[src/rtl/dcache_pkg.sv]
// Shared types, address-field widths and field helpers for the MEM-stage data cache.
package dcache_pkg;

  localparam int LINE_ADDR_LEN = 3;
  localparam int SET_ADDR_LEN  = 2;
  localparam int TAG_ADDR_LEN  = 30 - LINE_ADDR_LEN - SET_ADDR_LEN;
  localparam int LINE_SIZE     = 1 << LINE_ADDR_LEN;
  localparam int SET_SIZE      = 1 << SET_ADDR_LEN;

  typedef logic [31:0]               word_t;
  typedef logic [TAG_ADDR_LEN-1:0]   tag_t;
  typedef logic [SET_ADDR_LEN-1:0]   set_t;
  typedef logic [LINE_ADDR_LEN-1:0]  wsel_t;

  typedef enum logic [1:0] {IDLE, WRITEBACK, FILL} state_e;

  function automatic tag_t addr_tag(input word_t a);
    return a[31:32-TAG_ADDR_LEN];
  endfunction

  function automatic set_t addr_set(input word_t a);
    return a[2+LINE_ADDR_LEN +: SET_ADDR_LEN];
  endfunction

  function automatic wsel_t addr_word(input word_t a);
    return a[2 +: LINE_ADDR_LEN];
  endfunction

  function automatic word_t beat_addr(input tag_t t, input set_t s, input wsel_t w);
    return {t, s, w, 2'b00};
  endfunction

endpackage

[src/rtl/dcache_ctrl_if.sv]
// Core-side request bus and memory-side burst bus of the data cache.
interface dcache_ctrl_if;
  import dcache_pkg::*;

  logic       rd_req;
  logic       wr_req;
  word_t      addr;
  word_t      wr_data;
  logic [3:0] byte_en;
  word_t      rd_data;
  logic       miss;
  word_t      miss_count;
  logic       mem_req;
  logic       mem_we;
  word_t      mem_addr;
  word_t      mem_wdata;
  word_t      mem_rdata;
  logic       mem_ack;

  modport slave (
    input  rd_req, wr_req, addr, wr_data, byte_en, mem_rdata, mem_ack,
    output rd_data, miss, miss_count, mem_req, mem_we, mem_addr, mem_wdata
  );

  modport master (
    output rd_req, wr_req, addr, wr_data, byte_en, mem_rdata, mem_ack,
    input  rd_data, miss, miss_count, mem_req, mem_we, mem_addr, mem_wdata
  );

endinterface

[src/rtl/dcache_line_ram.sv]
// Cache data array: byte-enabled synchronous write, combinational read of one line word.
module dcache_line_ram
  import dcache_pkg::*;
(
  input  logic       clk,
  input  logic       we,
  input  set_t       set_sel,
  input  wsel_t      word_sel,
  input  logic [3:0] be,
  input  word_t      wdata,
  output word_t      rdata
);

  word_t mem [SET_SIZE*LINE_SIZE];
  logic [SET_ADDR_LEN+LINE_ADDR_LEN-1:0] idx;

  assign idx = {set_sel, word_sel};

  always_ff @(posedge clk) begin
    if (we) begin
      for (int b = 0; b < 4; b++) begin
        if (be[b]) mem[idx][8*b +: 8] <= wdata[8*b +: 8];
      end
    end
  end

  assign rdata = mem[idx];

endmodule

[src/rtl/dcache_ctrl.sv]
// Direct-mapped write-back/write-allocate data cache controller with word-serial
// write-back and fill bursts; the core stalls on `miss` until the request hits.
module dcache_ctrl
  import dcache_pkg::*;
(
  input logic          clk,
  input logic          rst,
  dcache_ctrl_if.slave bus
);

  state_e              state_q, state_d;
  wsel_t               word_cnt_q, word_cnt_d;
  logic [SET_SIZE-1:0] valid_q, valid_d;
  logic [SET_SIZE-1:0] dirty_q, dirty_d;
  tag_t                tag_q [SET_SIZE];
  tag_t                tag_d [SET_SIZE];
  tag_t                victim_q, victim_d;
  word_t               miss_count_q, miss_count_d;
  word_t               rd_data_q, rd_data_d;

  logic       req, hit;
  tag_t       req_tag;
  set_t       req_set;
  wsel_t      req_word;
  logic       ram_we;
  wsel_t      ram_word;
  logic [3:0] ram_be;
  word_t      ram_wdata, ram_rdata;
  logic       unused_addr_lsbs;

  assign req_tag          = addr_tag(bus.addr);
  assign req_set          = addr_set(bus.addr);
  assign req_word         = addr_word(bus.addr);
  assign unused_addr_lsbs = ^bus.addr[1:0];
  assign req              = bus.rd_req | bus.wr_req;
  assign hit              = valid_q[req_set] && (tag_q[req_set] == req_tag);
  assign ram_word         = (state_q == IDLE) ? req_word : word_cnt_q;

  dcache_line_ram u_ram (
    .clk      (clk),
    .we       (ram_we),
    .set_sel  (req_set),
    .word_sel (ram_word),
    .be       (ram_be),
    .wdata    (ram_wdata),
    .rdata    (ram_rdata)
  );

  always_comb begin
    state_d      = state_q;
    word_cnt_d   = word_cnt_q;
    valid_d      = valid_q;
    dirty_d      = dirty_q;
    tag_d        = tag_q;
    victim_d     = victim_q;
    miss_count_d = miss_count_q;
    rd_data_d    = rd_data_q;
    ram_we       = 1'b0;
    ram_be       = 4'h0;
    ram_wdata    = bus.wr_data;

    case (state_q)
      IDLE: begin
        if (req && hit) begin
          // A simultaneous read and write is serviced as a store only.
          if (bus.wr_req) begin
            ram_we           = 1'b1;
            ram_be           = bus.byte_en;
            dirty_d[req_set] = 1'b1;
          end else begin
            rd_data_d = ram_rdata;
          end
        end else if (req) begin
          miss_count_d = miss_count_q + 32'd1;
          word_cnt_d   = '0;
          victim_d     = tag_q[req_set];
          state_d      = (valid_q[req_set] && dirty_q[req_set]) ? WRITEBACK : FILL;
        end
      end
      WRITEBACK: begin
        if (bus.mem_ack) begin
          word_cnt_d = word_cnt_q + 1'b1;
          if (&word_cnt_q) begin
            dirty_d[req_set] = 1'b0;
            state_d          = FILL;
          end
        end
      end
      FILL: begin
        if (bus.mem_ack) begin
          ram_we     = 1'b1;
          ram_be     = 4'hF;
          ram_wdata  = bus.mem_rdata;
          word_cnt_d = word_cnt_q + 1'b1;
          if (&word_cnt_q) begin
            tag_d[req_set]   = req_tag;
            valid_d[req_set] = 1'b1;
            dirty_d[req_set] = 1'b0;
            state_d          = IDLE;
          end
        end
      end
      default: state_d = IDLE;
    endcase
  end

  always_ff @(posedge clk or posedge rst) begin
    if (rst) begin
      state_q      <= IDLE;
      word_cnt_q   <= '0;
      valid_q      <= '0;
      dirty_q      <= '0;
      victim_q     <= '0;
      miss_count_q <= '0;
      rd_data_q    <= '0;
    end else begin
      state_q      <= state_d;
      word_cnt_q   <= word_cnt_d;
      valid_q      <= valid_d;
      dirty_q      <= dirty_d;
      victim_q     <= victim_d;
      miss_count_q <= miss_count_d;
      rd_data_q    <= rd_data_d;
    end
  end

  // Tags are qualified by valid, so they need no reset.
  always_ff @(posedge clk) begin
    tag_q <= tag_d;
  end

  assign bus.rd_data    = rd_data_q;
  assign bus.miss_count = miss_count_q;
  assign bus.miss       = (state_q != IDLE) | (req & ~hit);
  assign bus.mem_req    = (state_q != IDLE);
  assign bus.mem_we     = (state_q == WRITEBACK);
  assign bus.mem_wdata  = (state_q == WRITEBACK) ? ram_rdata : '0;
  assign bus.mem_addr   = (state_q == WRITEBACK) ? beat_addr(victim_q, req_set, word_cnt_q) :
                          (state_q == FILL)      ? beat_addr(req_tag,  req_set, word_cnt_q) :
                                                   '0;

endmodule

[src/flat_wrapper.sv]
// flat-port wrapper written by rule: the top's interface ports become plain ports
module dcache_ctrl_flat import dcache_pkg::*;
  (clk, rst, bus_rd_req, bus_wr_req, bus_addr, bus_wr_data, bus_byte_en, bus_mem_rdata, bus_mem_ack, bus_rd_data, bus_miss, bus_miss_count, bus_mem_req, bus_mem_we, bus_mem_addr, bus_mem_wdata);
  dcache_ctrl_if bus_i ();
  input logic clk;
  input logic rst;
  input wire logic [$bits(bus_i.rd_req)-1:0] bus_rd_req;
  input wire logic [$bits(bus_i.wr_req)-1:0] bus_wr_req;
  input wire logic [$bits(bus_i.addr)-1:0] bus_addr;
  input wire logic [$bits(bus_i.wr_data)-1:0] bus_wr_data;
  input wire logic [$bits(bus_i.byte_en)-1:0] bus_byte_en;
  input wire logic [$bits(bus_i.mem_rdata)-1:0] bus_mem_rdata;
  input wire logic [$bits(bus_i.mem_ack)-1:0] bus_mem_ack;
  output wire logic [$bits(bus_i.rd_data)-1:0] bus_rd_data;
  output wire logic [$bits(bus_i.miss)-1:0] bus_miss;
  output wire logic [$bits(bus_i.miss_count)-1:0] bus_miss_count;
  output wire logic [$bits(bus_i.mem_req)-1:0] bus_mem_req;
  output wire logic [$bits(bus_i.mem_we)-1:0] bus_mem_we;
  output wire logic [$bits(bus_i.mem_addr)-1:0] bus_mem_addr;
  output wire logic [$bits(bus_i.mem_wdata)-1:0] bus_mem_wdata;
  assign bus_i.rd_req = bus_rd_req;
  assign bus_i.wr_req = bus_wr_req;
  assign bus_i.addr = bus_addr;
  assign bus_i.wr_data = bus_wr_data;
  assign bus_i.byte_en = bus_byte_en;
  assign bus_i.mem_rdata = bus_mem_rdata;
  assign bus_i.mem_ack = bus_mem_ack;
  assign bus_rd_data = bus_i.rd_data;
  assign bus_miss = bus_i.miss;
  assign bus_miss_count = bus_i.miss_count;
  assign bus_mem_req = bus_i.mem_req;
  assign bus_mem_we = bus_i.mem_we;
  assign bus_mem_addr = bus_i.mem_addr;
  assign bus_mem_wdata = bus_i.mem_wdata;
  dcache_ctrl u_core (.clk(clk), .rst(rst), .bus(bus_i));
endmodule
[config.mk]
export PLATFORM = sky130hd
export DESIGN_NAME = dcache_ctrl_flat
export DESIGN_NICKNAME = d
export VERILOG_FILES = /design/src/rtl/dcache_pkg.sv /design/src/rtl/dcache_ctrl_if.sv /design/src/rtl/dcache_line_ram.sv /design/src/rtl/dcache_ctrl.sv /design/src/flat_wrapper.sv
export SDC_FILE = /design/constraint.sdc
export NUM_CORES = 1
export LEC_CHECK = 0
export BUFFER_PORTS_ARGS = -buffer_cell sky130_fd_sc_hd__clkbuf_2
export CAP_MARGIN = 0
export CORE_MARGIN = 2
export CORE_UTILIZATION = 61
export DETAILED_ROUTE_END_ITERATION = 16
export GPL_TIMING_DRIVEN = 0
export PLACE_DENSITY = 0.85
export SLEW_MARGIN = 20
export SYNTH_ARGS = -nofsm -noshare
export SYNTH_HDL_FRONTEND = slang
export SYNTH_SLANG_ARGS = --single-unit
[constraint.sdc]
create_clock -name clk -period 4.2 [get_ports clk]
set_input_delay 0.63 -clock clk [delete_from_list [all_inputs] [get_ports clk]]
set_output_delay 0.63 -clock clk [all_outputs]
set_load 0.01 [all_outputs]
Yosys cells after proc, flatten, opt, wreduce, memory -nomap -nowiden --
Memories as Yosys holds them, arrays and structs flattened. Index checks and enable logic that the tools add are counted.
Cells by class: $add $sub $neg 2, magnitude comparators 4, eq/ne operators 13, mux-type cells 55, bitwise gates (word level) 11, reduce and logical (&&, ||, !) cells 16
Operator list (number):
- $mux W32 | 5
- $bwmux W100 | 1
- $mux W25 | 3
- $bmux W25 S2 | 1
- $demux W25 S2 | 1
- $add A32 B1 Y32 const B | 1
- $mux W4 | 7
- $eq A25 B25 Y1 | 1
- $mux W1 | 18
- $pmux W4 S2 | 2
- $mux W2 | 7
- $mux W3 | 4
- $ne A2 B1 Y1 const B | 5
- $ne A2 B2 Y1 const B | 5
- $reduce_and A5 Y1 | 2
- $reduce_and A3 Y1 | 3
- $or A4 B4 Y4 | 2
- $pmux W2 S3 | 1
- $pmux W3 S2 | 1
- $reduce_and A6 Y1 | 1
- $logic_and A1 B1 Y1 | 5
- $and A4 B4 Y4 | 1
- $bmux W1 S2 | 2
- $not A4 Y4 | 1
- 17 further kinds | 21
Storage, ports and cells: register bits 202, bits in writable memories 1024, input bits 105, output and inout port bits 131, word-level logic and storage cells 113, memories 1
Memory list:
- u_core.u_ram.mem | words 32, width 32, rd ports 1, clocked after memory_dff 0, write ports 1, line dcache_line_ram.sv:14 | word_t mem [SET_SIZE*LINE_SIZE];

Longest topological paths before layout --
depth in word-level cells 12, mapped depth 12

Cells and area by module --
Synthesis repeated with hierarchy kept, for this count alone.
Second synthesis, totals: cells, all modules 2945, area total of the unflattened synthesis 49374.9 um^2
Modules (own cells, without submodules):
- dcache_line_ram | times used 1, cells each 2198, area each 39562.9 um^2, seq. area each 30749.5 um^2
- dcache_ctrl | times used 1, cells each 747, area each 9811.9 um^2, seq. area each 5555.3 um^2

Least setup slack after synthesis --
No wires, ideal clock.
kind input to register, from input bus_addr[5], to memory u_core.u_ram.mem[31][10] (netlist bit) (enable), library setup time 383 ps, arrival time 3446 ps, path slack 370 ps, stages 11, cells stage by stage buf_6 -> buf_6 -> mux2i_1 -> o22ai_1 -> or3_1 -> a222oi_1 -> nand4_1 -> buf_2 -> o31a_1 -> buf_6 -> nor3_1
Between the ends: word-level cells in the longest chain between the ends 12, elaborated cells on any way between the ends 16, classes of those cells 1 x eq/ne; 12 x mux; 1 x bitwise; 2 x reduce/logical
Ends and longest elaborated chain:
- start: declaration | line flat_wrapper.sv:9 | input wire logic [$bits(bus_i.addr)-1:0] bus_addr;
- $not A2 Y3 (implied by the code) | line dcache_ctrl.sv:36 | assign hit = valid_q[req_set] && (tag_q[req_set] == req_tag);
- $bmux W25 S2 | line dcache_ctrl.sv:36
- $mux W25 (implied by the code) (2 in a row) | line dcache_ctrl.sv:36
- $eq A25 B25 Y1 | line dcache_ctrl.sv:36
- $logic_and A1 B1 Y1 | line dcache_ctrl.sv:36
- $logic_and A1 B1 Y1 | line dcache_ctrl.sv:64 | if (req && hit) begin
- $mux W4 | line dcache_ctrl.sv:64
- $pmux W4 S2 | line dcache_ctrl.sv:62 | case (state_q)
- $mux W1 | line dcache_line_ram.sv:22 | if (be[b]) mem[idx][8*b +: 8] <= wdata[8*b +: 8];
- $mux W1 | line dcache_line_ram.sv:20 | if (we) begin
- $mux W1 (implied by the code) | line dcache_line_ram.sv:22
- end: declaration | line dcache_line_ram.sv:14
Several ways; a longest one is shown, not always the timed one. The select of a mux whose other input is x is not followed.

Worst setup path after layout --
from register u_core.state_q[1], to output bus_mem_wdata[24]
Between the ends: word-level cells in the longest chain between the ends 4, elaborated cells on any way between the ends 5, classes of those cells 1 x eq/ne; 2 x mux; 1 x reduce/logical; 1 x memory
Ends and longest elaborated chain:
- start: declaration | line dcache_ctrl.sv:11 | state_e state_q, state_d;
- start signal: assignment | line dcache_ctrl.sv:117 | state_q <= state_d;
- $logic_not A2 Y1 | line dcache_ctrl.sv:37 | assign ram_word = (state_q == IDLE) ? req_word : word_cnt_q;
- $mux W3 | line dcache_ctrl.sv:37
- $mem_v2 Z32 W32
- $mux W32 (*) | line dcache_ctrl.sv:137 | assign bus.mem_wdata = (state_q == WRITEBACK) ? ram_rdata : '0;
- end: declaration | line flat_wrapper.sv:20 | output wire logic [$bits(bus_i.mem_wdata)-1:0] bus_mem_wdata;
Mark *: on every way between the ends. The rest lies on a longest branch, timed or not.

==> summary.txt <==
Power and ir drop
  – Peak supply drop: 0.000457 V
  – Leak Pwr: 19.0 nW
  – Pwr Total: 37.0 mW
  – Power Density: around 640 mW/mm^2

CTS
  – H-tree depth reported by CTS: 3
  – Clock tree buffer depth: 3
  – CTS tree: built
  – Num CTS Buffers: approximately 120
  – Root buffer cell: clkbuf_16
  – Worst skew pair latency: 0.73 ns
  – Sink Count: around 1.2k
  – CTS clk-pin slew, worst paths: around 0.060 ns

Hold path
  – Hold crit path type: input port to flop
  – HP Start: bus_addr[17]
  – Hold Path Sink: u_core.tag_q[10]
  – Hold Path Stages: 1

Worst setup path
  – Kind of critical path: flop to primary output
  – Worst path cell trace: inv_2, ha_4, mux2_2, nor3_4, buf_2, a22oi_2, nand4_1, and2_1, clkbuf_2
  – Critical Path AT: 3.80 ns
  – Crit path launch type: flop
  – Slowest CP cell: nor3_4
  – CP bufs+invs: 3
  – Reg-to-Reg Start: u_core.state_q[1]
  – Worst path max stage delay: ~0.62 ns
  – CP delay by family, top: simple AND/OR/NAND/NOR gates
  – Crit path required time: 3.57 ns
  – CP Max Fanout: 10
  – Reg2reg setup slack: -0.11 ns
  – R2R depth: 10
  – FF-to-FF End: u_core.u_ram.mem[18][27]
  – Setup crit end kind: primary output

STA
  – Slew @ Worst Pin: 1.58 ns
  – Final Slew Violations: 11
  – Fin crit period: 4.43 ns
  – Final setup margin: -0.233 ns
  – Finish-stage setup viols: between 200 and 250
  – Final period util: 106%
  – Clock Skew: 0.0408 ns
  – WHS: roughly 0.2 ns
  – Fmax: 226 MHz
  – Final hold vios: 0
  – Max_slew headroom: -5.45%
  – RSZ-0062 raised after global routing: yes

Detailed routing
  – Via density: 7.40
  – Wirelength per Cell: 38.1 um
  – DR WL met2: 72.8 mm
  – Pre-antenna DRT Iters: 6
  – DRT Wirelength: ~150 mm
  – # DRC: 0
  – WL met3: 21.3 mm
  – Drt initial violations: around 5k
  – Metal-1 WL: ~47 mm
  – Antenna viol nets, final: 0
  – DR vias: 29.6k
  – Highest metal used: met5

Die
  – Starting Density: 61.4%
  – Row cnt: 104
  – DIE AREA: 0.0831 mm^2
  – I/O Pins: ~240
  – Core area: 0.0803 mm^2
  – Die Wd: 288 um
  – Die Height: 288 um

Logic synthesis
  – Synthesized area: 0.0493 mm^2
  – Ys Warns: 0
  – Post-Synthesis Cells: 2426
  – Top cell type's share of synthesized area: 68.4%
  – Post-synthesis sequential area ratio: 73.6%
  – Unique masters post-synth: 55
  – Primary FF master, synth: edfxtp_1
  – Ys async rst share: 8.32%
  – Dominant cells by area after synthesis: edfxtp_1 68%, mux4_2 13%, dfrtp_1 5.2%, nor3_2 2.4%, mux2_2 2.2%
  – Mapped Avg Cell Area: 20.3 um^2
  – Post-synth EDFFs: ~1.1k
  – Number of synthesized register bits: ~1.2k
  – Post-synth top area cell: edfxtp_1

Final layout
  – Share of post-route cells with drive strength above 1: 40.8%
  – Final Cell Area: 0.0576 mm^2
  – Area grow syn2layout: 16.8%
  – Post-layout util: 71.8%
  – Nets: 2945
  – Fillers: 4296

Placement
  – Final Wtd Congestion: 0.907
  – Area after DPL: ~0.052 mm^2
  – Port bufs: 228
  – Dpl hpwl: between 80 and 90 mm

Job
  – Maxcap violations: 1

Global route
  – Remaining Overflow, GRT: 0
  – Number of global-route vias before repair: 29.2k
  – Initial antenna violation count: 2
  – GRT Overall Usage: 35.7%
  – Largest net degree at the start of global routing: 73
  – First-pass GRT wire length: 208 mm

Outcome
  – Failing checks: max-capacitance violations, max-slew violations, negative setup slack
  – Status: finished, violations left
-- worst reg2reg max path, cell delays in order (launching register included) --
cell,delay (ns)
dfrtp_1,0.42
inv_2,0.10
ha_4,0.20
buf_4,0.13
buf_4,0.10
buf_4,0.12
buf_1,0.40
mux2i_1,0.47
nand2_1,0.40
clkbuf_1,0.56
nor3_2,0.99
-- final cells by class --
type | instances | area (um^2) | share of cell area, %
flip-flops and latches | 1226 | 36300 | 63.0
diodes | 1 | 2.50 | 0.00434
plain buffers | 156 | 1370 | 2.38
clock inverters | 67 | 703 | 1.22
clock buffers | 151 | 3130 | 5.43
inverters | 18 | 72.6 | 0.126
multi-input cells | 1024 | 12800 | 22.3
well taps | 1060 | 1330 | 2.30
repair buffers | 292 | 1880 | 3.26
-- cell usage in the layout (no fill, tap or decap), drive strengths merged, types with 7 or more instances in the layout --
master / count
edfxtp: 1124
clkbuf: 476
mux4: 274
nor3: 132
a22oi: 130
buf: 122
dfrtp: 102
mux2: 98
nand4: 56
clkinv: 46
xnor2: 44
and2: 37
nand2: 36
mux2i: 35
nand3: 26
a22o: 25
nor2: 21
inv: 21
bufinv: 13
a21oi: 10
nor2b: 9
and3: 8
o21ai: 7
ha: 7
-- per-stage QoR --
| step | setup slack (ns) | std cells | TNS, ns |
|---|---|---|---|
| 2_1_floorplan | 0.370 | 2427 | 0 |
| 3_3_place_gp | -1.46 | 3715 | -804.75 |
| 3_5_place_dp | -1.05 | 3725 | -728.09 |
| 4_1_cts | -0.0576 | 3970 | -0.627 |
| 5_1_grt | -0.194 | 3994 | -4.99 |
| 6_report | -0.233 | 3995 | -20.75 |
-- registers in the layout, indices dropped and copies added, names as in the netlist, named ones only --
name and flops:
u_core.bus.miss_count 32, u_core.bus.rd_data 32, u_core.state_q 2, u_core.tag_q 100
u_core.u_ram.mem 1024, u_core.valid_q 4, u_core.victim_q 25, u_core.word_cnt_q 3
-- routing by layer --
layer	track usage [%]	up-vias
met1	42.7	14684
li1	-	10907
met4	20.4	2
met3	11.5	815
met5	0.682	-
met2	57.7	3155
-- Yosys cell counts (all sizes together), types with 3 or more instances --
library cell	number
a21oi	10
a22o	25
a22oi	130
a2bb2oi	3
and2	37
and3	8
and4	6
buf	59
clkbuf	100
dfrtp	102
edfxtp	1124
ha	7
inv	17
mux2	98
mux2i	35
mux4	274
nand2	36
nand2b	3
nand3	26
nand3b	3
nand4	56
nor2	21
nor2b	9
nor3	132
nor4	5
nor4b	3
o211ai	4
o21ai	7
o31a	4
o31ai	6
or2	5
or3	3
xnor2	44
xor2	6
-- kinds of logic (layout without fill, tap and decap cells) --
family	Yosys count	in the layout	share of synthesized area, %
AND/OR/NAND/NOR	355	355	5.09
adder cells (fa/ha/maj)	7	7	0.178
AO/OA/AOI/OAI	203	203	3.11
buffers and inverters	177	684	1.64
flip-flops	1226	1226	73.6
other	1	3	0.00760
XOR/XNOR	50	50	0.888
multiplexers	407	407	15.5
-- worst max path at each step --
stage                            from                        to  slack, ns  cells after the start
finish              u_core.state_q[1]         bus_mem_wdata[24]      -0.23                      9
global route        u_core.state_q[1]         bus_mem_wdata[24]      -0.19                      9
floorplan                 bus_addr[5]  u_core.u_ram.mem[31][10]       0.37                     11
global placement          bus_addr[6]          u_core.tag_q[94]      -1.46                      5
detailed placement  u_core.state_q[0]         bus_mem_wdata[27]      -1.05                     12
CTS                 u_core.state_q[1]         bus_mem_wdata[28]      -0.06                     11
-- power by group --
group | internal (mW) | switching [mW]
clock | 6.05 | 4.78
combinational | 4.64 | 6.96
sequential | 14.3 | 0.271
total | 25.0 | 12.0
-- timing repair --
item	in CTS	in global routing
setup buffers	23	24
setup endpoints to repair	945	198
pin swaps	42	51
endpoints found under the hold margin	30	0
hold buffers	1	0
gates resized for setup	281	74
cloned	4	2
(Power assumes the default switching activity.)
